`config.mk`:
```
export PLATFORM = sky130hd
export DESIGN_NAME = start_edge_qualifier
export DESIGN_NICKNAME = d
export VERILOG_FILES = /design/src/rtl/start_edge_qualifier.sv
export SDC_FILE = /design/constraint.sdc
export NUM_CORES = 1
export LEC_CHECK = 0
export BUFFER_PORTS_ARGS = -buffer_cell sky130_fd_sc_hd__buf_2
export CAP_MARGIN = 5
export CORE_UTILIZATION = 55
export DETAILED_ROUTE_END_ITERATION = 10
export PLACE_DENSITY_LB_ADDON = 0.15
export SYNTH_ARGS = -nofsm -noshare
export SYNTH_HDL_FRONTEND = slang
export SYNTH_SLANG_ARGS = --single-unit
export TNS_END_PERCENT = 30
```
`constraint.sdc`:
```
create_clock -name clk -period 2.9 [get_ports clk]
set_input_delay 0.58 -clock clk [delete_from_list [all_inputs] [get_ports clk]]
set_output_delay 0.58 -clock clk [all_outputs]
set_load 0.02 [all_outputs]
```
`src/rtl/start_edge_qualifier.sv`:
```
// start_edge_qualifier
// UART start-bit qualifier. Synchronises the raw RX line, detects a
// mark-to-space edge, then counts space samples over a WINDOW-sample
// window and accepts the start bit when the count reaches THRESHOLD.
// Accepted starts hold start_bit_detected until rearm. Rejected starts
// pulse false_start and bump a saturating counter.

module start_edge_qualifier #(
   parameter int unsigned OVERSAMPLE  = 16,
   parameter int unsigned WINDOW      = 8,
   parameter int unsigned THRESHOLD   = 4,
   parameter int unsigned SYNC_STAGES = 2
) (
   input  logic       clk,
   input  logic       rst_n,
   input  logic       data,
   input  logic       enable,
   input  logic       rearm,
   output logic       start_bit_detected,
   output logic       start_pulse,
   output logic       false_start,
   output logic [7:0] false_start_count
);

   localparam int unsigned CW = $clog2(WINDOW + 1);

   generate
      if (!(WINDOW >= 2 && WINDOW <= OVERSAMPLE &&
            THRESHOLD >= 1 && THRESHOLD <= WINDOW &&
            SYNC_STAGES >= 2)) begin : g_bad_cfg
         $error("start_edge_qualifier: illegal parameter combination");
      end
   endgenerate

   typedef enum logic [1:0] {
      IDLE,
      QUALIFY,
      DETECTED
   } state_t;

   state_t                 state;
   logic [SYNC_STAGES-1:0] sync_q;
   logic [SYNC_STAGES-1:0] sync_vld;
   logic                   s;
   logic                   s_prev;
   logic                   flushed;
   logic                   seen_mark;
   logic                   fall;
   logic [CW-1:0]          sample_cnt;
   logic [CW-1:0]          space_cnt;
   logic [CW-1:0]          space_next;
   logic                   last_sample;
   logic                   accept;

   assign s       = sync_q[SYNC_STAGES-1];
   assign flushed = sync_vld[SYNC_STAGES-1];

   // Synchroniser chain, previous-sample register and post-reset arming.
   // The chain resets to mark, so its first real samples after reset could
   // look like a falling edge if the line is held at space. seen_mark only
   // sets once a genuinely sampled mark has emerged from the chain, so the
   // first edge after reset must be a real 1->0 on the line.
   always_ff @(posedge clk or negedge rst_n) begin
      if (!rst_n) begin
         sync_q    <= '1;
         sync_vld  <= '0;
         s_prev    <= 1'b1;
         seen_mark <= 1'b0;
      end else begin
         sync_q    <= {sync_q[SYNC_STAGES-2:0], data};
         sync_vld  <= {sync_vld[SYNC_STAGES-2:0], 1'b1};
         s_prev    <= s;
         seen_mark <= seen_mark | (flushed & s);
      end
   end

   // Edge detect and window bookkeeping for the current sample.
   always_comb begin
      fall        = seen_mark & s_prev & ~s;
      space_next  = space_cnt + {{(CW-1){1'b0}}, ~s};
      last_sample = (sample_cnt == CW'(WINDOW - 1));
      accept      = (space_next >= CW'(THRESHOLD));
   end

   // Qualification FSM with registered level, strobes and reject counter.
   always_ff @(posedge clk or negedge rst_n) begin
      if (!rst_n) begin
         state              <= IDLE;
         sample_cnt         <= '0;
         space_cnt          <= '0;
         start_bit_detected <= 1'b0;
         start_pulse        <= 1'b0;
         false_start        <= 1'b0;
         false_start_count  <= '0;
      end else begin
         start_pulse <= 1'b0;
         false_start <= 1'b0;
         case (state)
            IDLE: begin
               if (fall && enable) begin
                  state      <= QUALIFY;
                  sample_cnt <= CW'(1);
                  space_cnt  <= CW'(1);
               end
            end
            QUALIFY: begin
               if (!enable) begin
                  state <= IDLE;
               end else begin
                  sample_cnt <= sample_cnt + CW'(1);
                  space_cnt  <= space_next;
                  if (last_sample) begin
                     if (accept) begin
                        state              <= DETECTED;
                        start_bit_detected <= 1'b1;
                        start_pulse        <= 1'b1;
                     end else begin
                        state       <= IDLE;
                        false_start <= 1'b1;
                        if (false_start_count != 8'hFF) begin
                           false_start_count <= false_start_count + 8'd1;
                        end
                     end
                  end
               end
            end
            DETECTED: begin
               if (rearm) begin
                  state              <= IDLE;
                  start_bit_detected <= 1'b0;
               end
            end
            default: begin
               state <= IDLE;
            end
         endcase
      end
   end

endmodule

```
* Word level (Yosys, flattened, before mapping)
Cells that the tools add are included.
** Storage, ports and cells
- Bits in registers :: 27
- Latch bits :: 0
- Memory bits (writable) :: 0
- Memory bits (read-only) :: 0
- Input bits :: 5
- Output and inout port bits :: 11
- Logic and storage cells :: 63
- Memories :: 0
** Operators by class
- $add $sub $neg :: 3
- Multipliers :: 0
- Div/mod/pow operators :: 0
- Order comparisons :: 1
- Equal/unequal tests :: 10
- Shifts and indexed selects :: 0
- Muxes and demuxes :: 24
- Bitwise gates (word level) :: 6
- Reductions and logical operators :: 8
** Operator list (count)
- 4-bit one-hot mux with 2 select lines :: 2
- 1-bit 2-to-1 mux :: 12
- 4-bit 2-to-1 mux :: 3
- 2-bit 2-to-1 mux :: 5
- 2-bit inequality test, second input constant :: 5
- 5-bit AND reduction :: 2
- 8-bit by 1-bit adder with 8-bit output, second input constant :: 1
- 8-bit inequality test, second input constant :: 1
- 2-bit one-hot mux with 3 select lines :: 1
- 3-bit AND reduction :: 2
- 4-bit by 1-bit adder with 4-bit output :: 1
- 4-bit by 1-bit adder with 4-bit output, second input constant :: 1
- 4-bit by 3-bit equality test with 1-bit output, second input constant :: 1
- 4-bit by 3-bit greater-or-equal comparator with 1-bit output, second input constant :: 1
- 2-bit nonzero test :: 2
- 1-bit bitwise AND :: 3
- 3-bit inequality test, second input constant :: 1
- 2-bit by 1-bit equality test with 1-bit output, second input constant :: 1
- 2-bit equality test, second input constant :: 1
- 2-bit logical NOT :: 1
- 1-bit inverter :: 2
- 1-bit one-hot mux with 2 select lines :: 1
- 1-bit logical AND :: 1
- 1-bit bitwise OR :: 1

* Longest topological paths before layout
Gate-level depths: netlist of run 1.
- Depth after elaboration :: 7
- Depth in mapped cells :: 8
- Mapped depth without buffers :: 8

* Least setup slack after synthesis of run 1
OpenSTA, ideal clock, no wires.
- Kind :: register to register
- From :: register sync_q[1]
- To :: register false_start_count[6]
- Library setup time :: 125 ps
- Arrival time :: 2049 ps
- Required time :: 2775 ps
- Slack :: 727 ps
- Stages on the path, launching flop included :: 9
- Path buffers :: 0
- Clock period less this slack :: 2173 ps
- Cell sequence :: dfstp_2 > inv_1 > ha_1 > ha_1 > nor2_1 > a211oi_1 > or2_1 > nor4_1 > mux2_2
** Between the ends
- Cells in the longest elaborated chain, start to end :: 5
** RTL lines
- from (decl) :: RTL line 42 : logic [SYNC_STAGES-1:0] sync_q;
- from (signal assigned) :: RTL line 70 : sync_q <= {sync_q[SYNC_STAGES-2:0], data};
- 1-bit inverter :: RTL line 80 : space_next = space_cnt + {{(CW-1){1'b0}}, ~s};
- 4-bit by 1-bit adder with 4-bit output :: RTL line 80
- 4-bit by 3-bit greater-or-equal comparator with 1-bit output :: RTL line 82 : accept = (space_next >= CW'(THRESHOLD));
- 1-bit inverter (no line)
- 5-bit AND reduction (no line)
- to (signal assigned) :: RTL line 121 : false_start_count <= false_start_count + 8'd1;
- to (decl) :: RTL line 22 : output logic [7:0] false_start_count
Every way passes these cells.
A chain may end at the register's enable or synchronous reset.

* Worst setup path in the final report of run 1
Same ends and word-level chain as after synthesis.

==> results of run 1 <==
[power breakdown]
part,leakage [nW],switching (W),total [W],internal [W]
Sequential,0.346,0.0000320,0.000446,0.000414
Combinational,0.291,0.0000569,0.0000981,0.0000411
Clock,0.0139,0.000105,0.000158,0.0000526
Total,0.651,0.000194,0.000702,0.000508
[Yosys cell counts, types with 3 or more instances]
cell       n  share of area, %
ha_1       4               4.2
o21ai_0    8               3.4
xor2_1     5               3.7
xnor2_1    3               2.2
nand2b_1   3               1.6
nor3b_1    3               1.9
nand4_1    3               1.6
dfrtp_1   24                50
nand3_1    4               1.7
dfstp_2    3               6.6
nor2_1     7               2.2
nand2_1   12               3.8
inv_1      4               1.3
[stage by stage]
stage,cell area [µm²],util [%],power (W),std cells,hold slack [ns]
after floorplan,1190,-,0.000516,107,0.284
after global placement,1290,64.6,0.000545,147,0.335
after detailed placement,1290,64.6,0.000552,147,0.340
after CTS,1320,66.1,0.000712,151,0.242
after global routing,1320,66.1,0.000740,151,0.269
final,1320,66.1,0.000702,151,0.237
[routing by layer]
metal / vias up / routed length [µm]
met5: - / 0
met4: 0 / 0
met1: 377 / 860
met3: 0 / 60
met2: 13 / 955
li1: 399 / -
[final timing paths]
| kind | from | to | slack, ns | depth (start not counted) |
|---|---|---|---|---|
| setup reg to reg | sync_q[1] | false_start_count[6] | 0.49 | 8 |
| hold reg to reg | sync_vld[0] | sync_vld[1] | 0.37 | 0 |
| max in group asynchronous | rst_n | sample_cnt[2] | 2.29 | 1 |
| setup / recovery | sync_q[1] | false_start_count[6] | 0.49 | 8 |
| hold / removal | rst_n | space_cnt[2] | 0.24 | 1 |
| min in group clk | data | sync_q[0] | 0.34 | 1 |
[layout by cell type (no fill, tap or decap), types with 2 or more instances in the layout]
cell type  synthesis  final
nand2_1           12     12
dfstp_2            3      3
and3b_1            2      2
xor2_1             5      5
nand2b_1           3      3
dfrtp_1           24     24
xnor2_1            3      3
nand4_1            3      3
nor2_1             7      7
nor3b_1            3      3
nand3_1            4      4
clkbuf_4           0      3
mux2_2             2      2
inv_1              4      4
ha_1               4      4
o21ai_0            8      8
buf_2              0     15
and3_1             2      2
[logic make-up (layout without fill, tap and decap cells)]
kind of cell | count (synthesis) | in the layout | synth area share, %
flip-flops | 27 | 27 | 57.0
adder cells (fa/ha/maj) | 4 | 4 | 4.20
buffers and inverters | 6 | 23 | 1.89
other | 1 | 1 | 0.314
AO/OA/AOI/OAI | 14 | 14 | 7.03
XOR/XNOR | 8 | 8 | 5.88
AND/OR/NAND/NOR | 45 | 45 | 21.8
multiplexers | 2 | 2 | 1.89
[area by class of cell]
cell class	count	area [µm²]
flip-flops and latches	27	679
well taps	27	33.8
clock inverters	1	7.51
repair buffers	15	75.1
inverters	4	15.0
fillers	152	678
clock buffers	3	22.5
multi-input cells	74	490
[state kept, by name, summed over array words and instances, names as in the netlist]
register / cells
seen_mark: 1
false_start: 1
sync_q: 2
start_pulse: 1
false_start_count: 8
sync_vld: 2
space_cnt: 4
sample_cnt: 4
state: 2
s_prev: 1
start_bit_detected: 1
==> flow_summary.yaml, run 1 <==
clock_network:
  path_clk_slew_ns: 0.14
  max-clock-path-buffers: 2
  numCtsBuffers: 3
  cts_hold_buffers: 0
  cts_setup_buffers: 0
  cts.repair.resized: 0
  cts_root_buf: "clkbuf_4"
  cts.sinks: 27
  cts_max_level: 1
  clkLatencyLatePin_ns: 0.32
  tritoncts: "built"
timing:
  tightest_slew_ns: 0.574
  finalCritPeriodShare_pct: 83.1
  setup_slack_ns: 0.491
  min_period_ns: 2.41
  hold_viol: 0
  rsz0062_at_grt: "false"
  max_freq_mhz: 415
  skew_ns: 0.00827
  finalSetupViolCount: 0
  finalMaxSlewViolations: 0
  slew_headroom_pct: 61.7
  setup_tns_ns: 0
critical_path:
  cp_slowest_cell: "dfstp_2"
  end_kind: "flop"
  arrival_ns: 2.63
  crit_chain: "inv_1 > ha_1 > ha_1 > nor2_1 > a211oi_1 > or2_1 > nor4_1 > mux2_2"
  path_max_fanout: 5
  startpoint_type: "flop"
  required_ns: 3.12
  worstSetupPathType: "reg -> reg"
  cpMostUsedCell: "ha_1"
  cpLargestDelayFamily: "simple AND/OR/NAND/NOR gates"
  slowest_delay_ns: 0.59
  path_buf_inv: 1
grt:
  grt_max_degree: 28
  met1_usage_pct: 20.8
  grt_overflow: 0
  grt_usage_pct: 17.2
  grt_pass1_vias: 737
  use_met3_pct: 2.83
  grt_pass1_wl_um: 3110
  grt_antenna_before_repair: 0
  met2_usage_pct: 31.7
  top_usage_layer: "met2"
synthesis:
  synth_nets: 116
  syn_inst: 107
  synth_cell_type_count: 33
  syn_area_um2: 1190
  synthArstFlopShare_pct: 100
  synth-seq-cells: 27
  syn_avg_cell_area_um2: 11.1
  ys_warn_count: 0
  synth_flop_cell: "dfrtp_1"
  ys_seq_area_share_pct: 57.0
  synth_edf_count: 0
route:
  drt_iter0_markers: 23
  wl_per_cell_um: 12.4
  ant_nets: 0
  finalWirelength_um: 1880
  drtPass1Iterations: 4
  via_count: 789
  drc: 0
  viasPerCell: 5.23
floorplanning:
  fp.dieH_um: 48.6
  rows: 16
  die_area_um2: 2360
  die_w_um: 48.6
  start_util_pct: 59.6
  core-area_um2: 2000
  ios: 16
cells_and_area:
  diodes: 0
  nNetsFinal: 134
  drive_gt1_share_pct: 21.0
  area_delta_synth_final_pct: 11.0
place:
  place_ws_ns: 0.511
  io_buffers: 15
  place_congestion: 0.770
  hpwlAfterDp_um: 1410
power:
  cellLeakagePower_nw: 0.651
  worst_ir_drop_vdd_uv: 424
  p_per_area_nw_per_um2: 530
outcome:
  status: "finished, final reports clean"
run:
  cap_violations: 0
min_path:
  hold_class: "in -> async"
No activity file was read; power rests on OpenSTA's default activity.
==> run 2: changes to the inputs <==
--- a/config.mk
+++ b/config.mk
@@ -5,9 +5,10 @@
 export SDC_FILE = /design/constraint.sdc
 export NUM_CORES = 1
 export LEC_CHECK = 0
+export ABC_AREA = 1
 export BUFFER_PORTS_ARGS = -buffer_cell sky130_fd_sc_hd__buf_2
 export CAP_MARGIN = 5
-export CORE_UTILIZATION = 55
+export CORE_UTILIZATION = 56
 export DETAILED_ROUTE_END_ITERATION = 10
 export PLACE_DENSITY_LB_ADDON = 0.15
 export SYNTH_ARGS = -nofsm -noshare
==> constraint.sdc (replaced) <==
create_clock -name clk -period 2.5 [get_ports clk]
set_input_delay 0.5 -clock clk [delete_from_list [all_inputs] [get_ports clk]]
set_output_delay 0.5 -clock clk [all_outputs]
set_load 0.02 [all_outputs]
==> run 2 against run 1 <==
Compared with the run above: clock skew fell by 0.0066 ns; design area rose by 11%; count of clock-buffer cells in the layout did not move; critical path type unchanged; critical endpoint is now false_start_count[5]; largest cell class unchanged; largest power group unchanged; highest routed layer is now met4.
==> flow_summary.yaml, run 2 <==
synthesis:
  synth_flop_cell: "dfrtp_1"
  synth_top_family_by_area: "simple AND/OR/NAND/NOR gates"
  synth_nets: 160
  synth_xor_area_share_pct: 0.660
  yosysMostFrequentCell: "nand2_1"
  synth_area_leader_cell: "dfrtp_1"
  synth_top_cell_area_share_pct: 45.3
  synth_commonest_cells: "nand2_1, dfrtp_1, inv_1, nand3_1, nor2_1"
  synth-seq-cells: 27
  synth-compound-area-share_pct: 5.57
  synth_area_leaders: "dfrtp_1, nand2_1, dfstp_2"
  synthMuxAreaShare_pct: 0
  ys_seq_area_share_pct: 51.2
  syn_area_um2: 1330
  ys_warn_count: 0
  syn_inst: 151
  synth_edf_count: 0
  synthAdderAreaFrac_pct: 3.77
  synth_cell_type_count: 28
  synthSimpleGateAreaFrac_pct: 32.5
  syn_avg_cell_area_um2: 8.78
  synthArstFlopShare_pct: 100
grt:
  grt_overflow: 0
  grt_pass1_wl_um: 4140
  grt_max_degree: 28
  grt_usage_pct: 21.5
  grt_pass1_vias: 984
  grt_antenna_before_repair: 0
cells_and_area:
  layout_common_cells: "nand2_1, dfrtp_1, inv_1, buf_2, nand3_1"
  diodes: 0
  largest_reg_flops: 8
  layout_commonest_cell: "nand2_1"
  biggestRegsByFlops: "false_start_count x8, sample_cnt x4, space_cnt x4"
  area_delta_synth_final_pct: 10.7
  nNetsFinal: 180
  drive_gt1_share_pct: 20.6
  top_register: "false_start_count"
floorplanning:
  core-area_um2: 2210
  rows: 17
  fp.dieH_um: 50.7
  start_util_pct: 60.0
  die_w_um: 50.7
  die_area_um2: 2570
  ios: 16
power:
  switching_share_pct: 31.4
  cellLeakagePower_nw: 0.753
  p_total_w: 0.000889
  clockPowerShare_pct: 22.4
  worst_ir_drop_vdd_uv: 424
  comb_power_share_pct: 18.1
  p_per_area_nw_per_um2: 605
  power.switching_w: 0.000279
  p_int_w: 0.000610
  p_seq_share_pct: 59.6
timing:
  slew_headroom_pct: 61.7
  finalMaxSlewViolations: 0
  skew_ns: 0.00168
  finalSetupViolCount: 0
  setup_tns_ns: 0
  min_period_ns: 1.93
  hold_viol: 0
  max_freq_mhz: 519
  rsz0062_at_grt: "false"
  finalCritPeriodShare_pct: 77.1
  tightest_slew_ns: 0.574
clock_network:
  path_clk_slew_ns: 0.15
  cts_max_level: 1
  clkLatencyLatePin_ns: 0.32
  tritoncts: "built"
  cts.sinks: 27
  cts.repair.resized: 0
  max-clock-path-buffers: 2
  numCtsBuffers: 3
  cts_hold_buffers: 0
  cts_setup_buffers: 0
  cts_root_buf: "clkbuf_4"
place:
  hpwlAfterDp_um: 1720
  io_buffers: 15
  place_congestion: 0.917
outcome:
  status: "finished, final reports clean"
route:
  via_count: 1021
  ant_nets: 0
  finalWirelength_um: 2270
  drt_iter0_markers: 20
  viasPerCell: 5.16
  drc: 0
  drtPass1Iterations: 4
  wl_per_cell_um: 11.4
critical_path:
  startpoint_type: "flop"
  worstSetupPathType: "reg -> reg"
  end_kind: "flop"
  r2r_cells: 11
  required_ns: 2.74
  arrival_ns: 2.16
  path_max_fanout: 4
run:
  cap_violations: 0
min_path:
  hold_class: "in -> async"
run 2: cells by family (layout without fill, tap and decap cells):
family          Yosys count  after routing
buf+inv                  21             40
fa+ha+maj                 4              4
xor+xnor                  1              1
compound gates           12             12
flops                    27             27
simple gates             85             85
other cells               1              1
run 2: final timing paths:
check	endpoint	start	slack, ns
max in group asynchronous	s_prev	rst_n	1.98
min in group clk	sync_q[0]	data	0.25
worst max register to register	false_start_count[5]	sync_q[1]	0.57
worst min-delay path	start_pulse	rst_n	0.14
worst max-delay path	false_start_count[5]	sync_q[1]	0.57
worst min register to register	sync_q[1]	sync_q[0]	0.37
run 2: layer usage:
| layer | GRT usage [%] | vias up | wire length (µm) |
|---|---|---|---|
| met4 | 9.72 | 0 | 34 |
| met3 | 3.03 | 4 | 67 |
| li1 | - | 522 | - |
| met5 | 0 | - | 0 |
| met1 | 26.5 | 477 | 1060 |
| met2 | 37.1 | 18 | 1100 |
run 2: final cells by class:
class                   count  area (µm²)
fillers                   194         744
flip-flops and latches     27         679
multi-input cells         103         567
inverters                  21        80.1
repair buffers             15        75.1
well taps                  28        35.0
clock buffers               3        22.5
clock inverters             1        8.76
run 2: power groups by stage:
| stage | sequential (W) | combinational, W | clock [W] |
|---|---|---|---|
| floorplan | 0.000539 | 0.000106 | 0 |
| global placement | 0.000534 | 0.000154 | 0 |
| detailed placement | 0.000536 | 0.000160 | 0 |
| CTS | 0.000528 | 0.000161 | 0.000205 |
| global route | 0.000536 | 0.000186 | 0.000220 |
| finish | 0.000529 | 0.000161 | 0.000199 |
run 2: worst max-delay path, stage by stage (launching register included):
cell	delay, ns
dfstp_2	0.57
inv_1	0.05
ha_1	0.22
ha_1	0.21
inv_1	0.06
nand2_1	0.06
nand2_1	0.13
nand3_1	0.16
nor2_2	0.18
nand3_1	0.10
nand2_1	0.07
nand2_1	0.05
run 2: through the flow:
step	setup WS, ns	instance area, µm²	std cells	hold WS [ns]	util [%]
floorplan	0.769	1330	151	0.204	-
global placement	0.698	1440	194	0.333	64.9
detailed placement	0.608	1440	194	0.339	64.9
CTS	0.577	1470	198	0.149	66.3
global route	0.346	1470	198	0.166	66.3
finish	0.573	1470	198	0.144	66.3
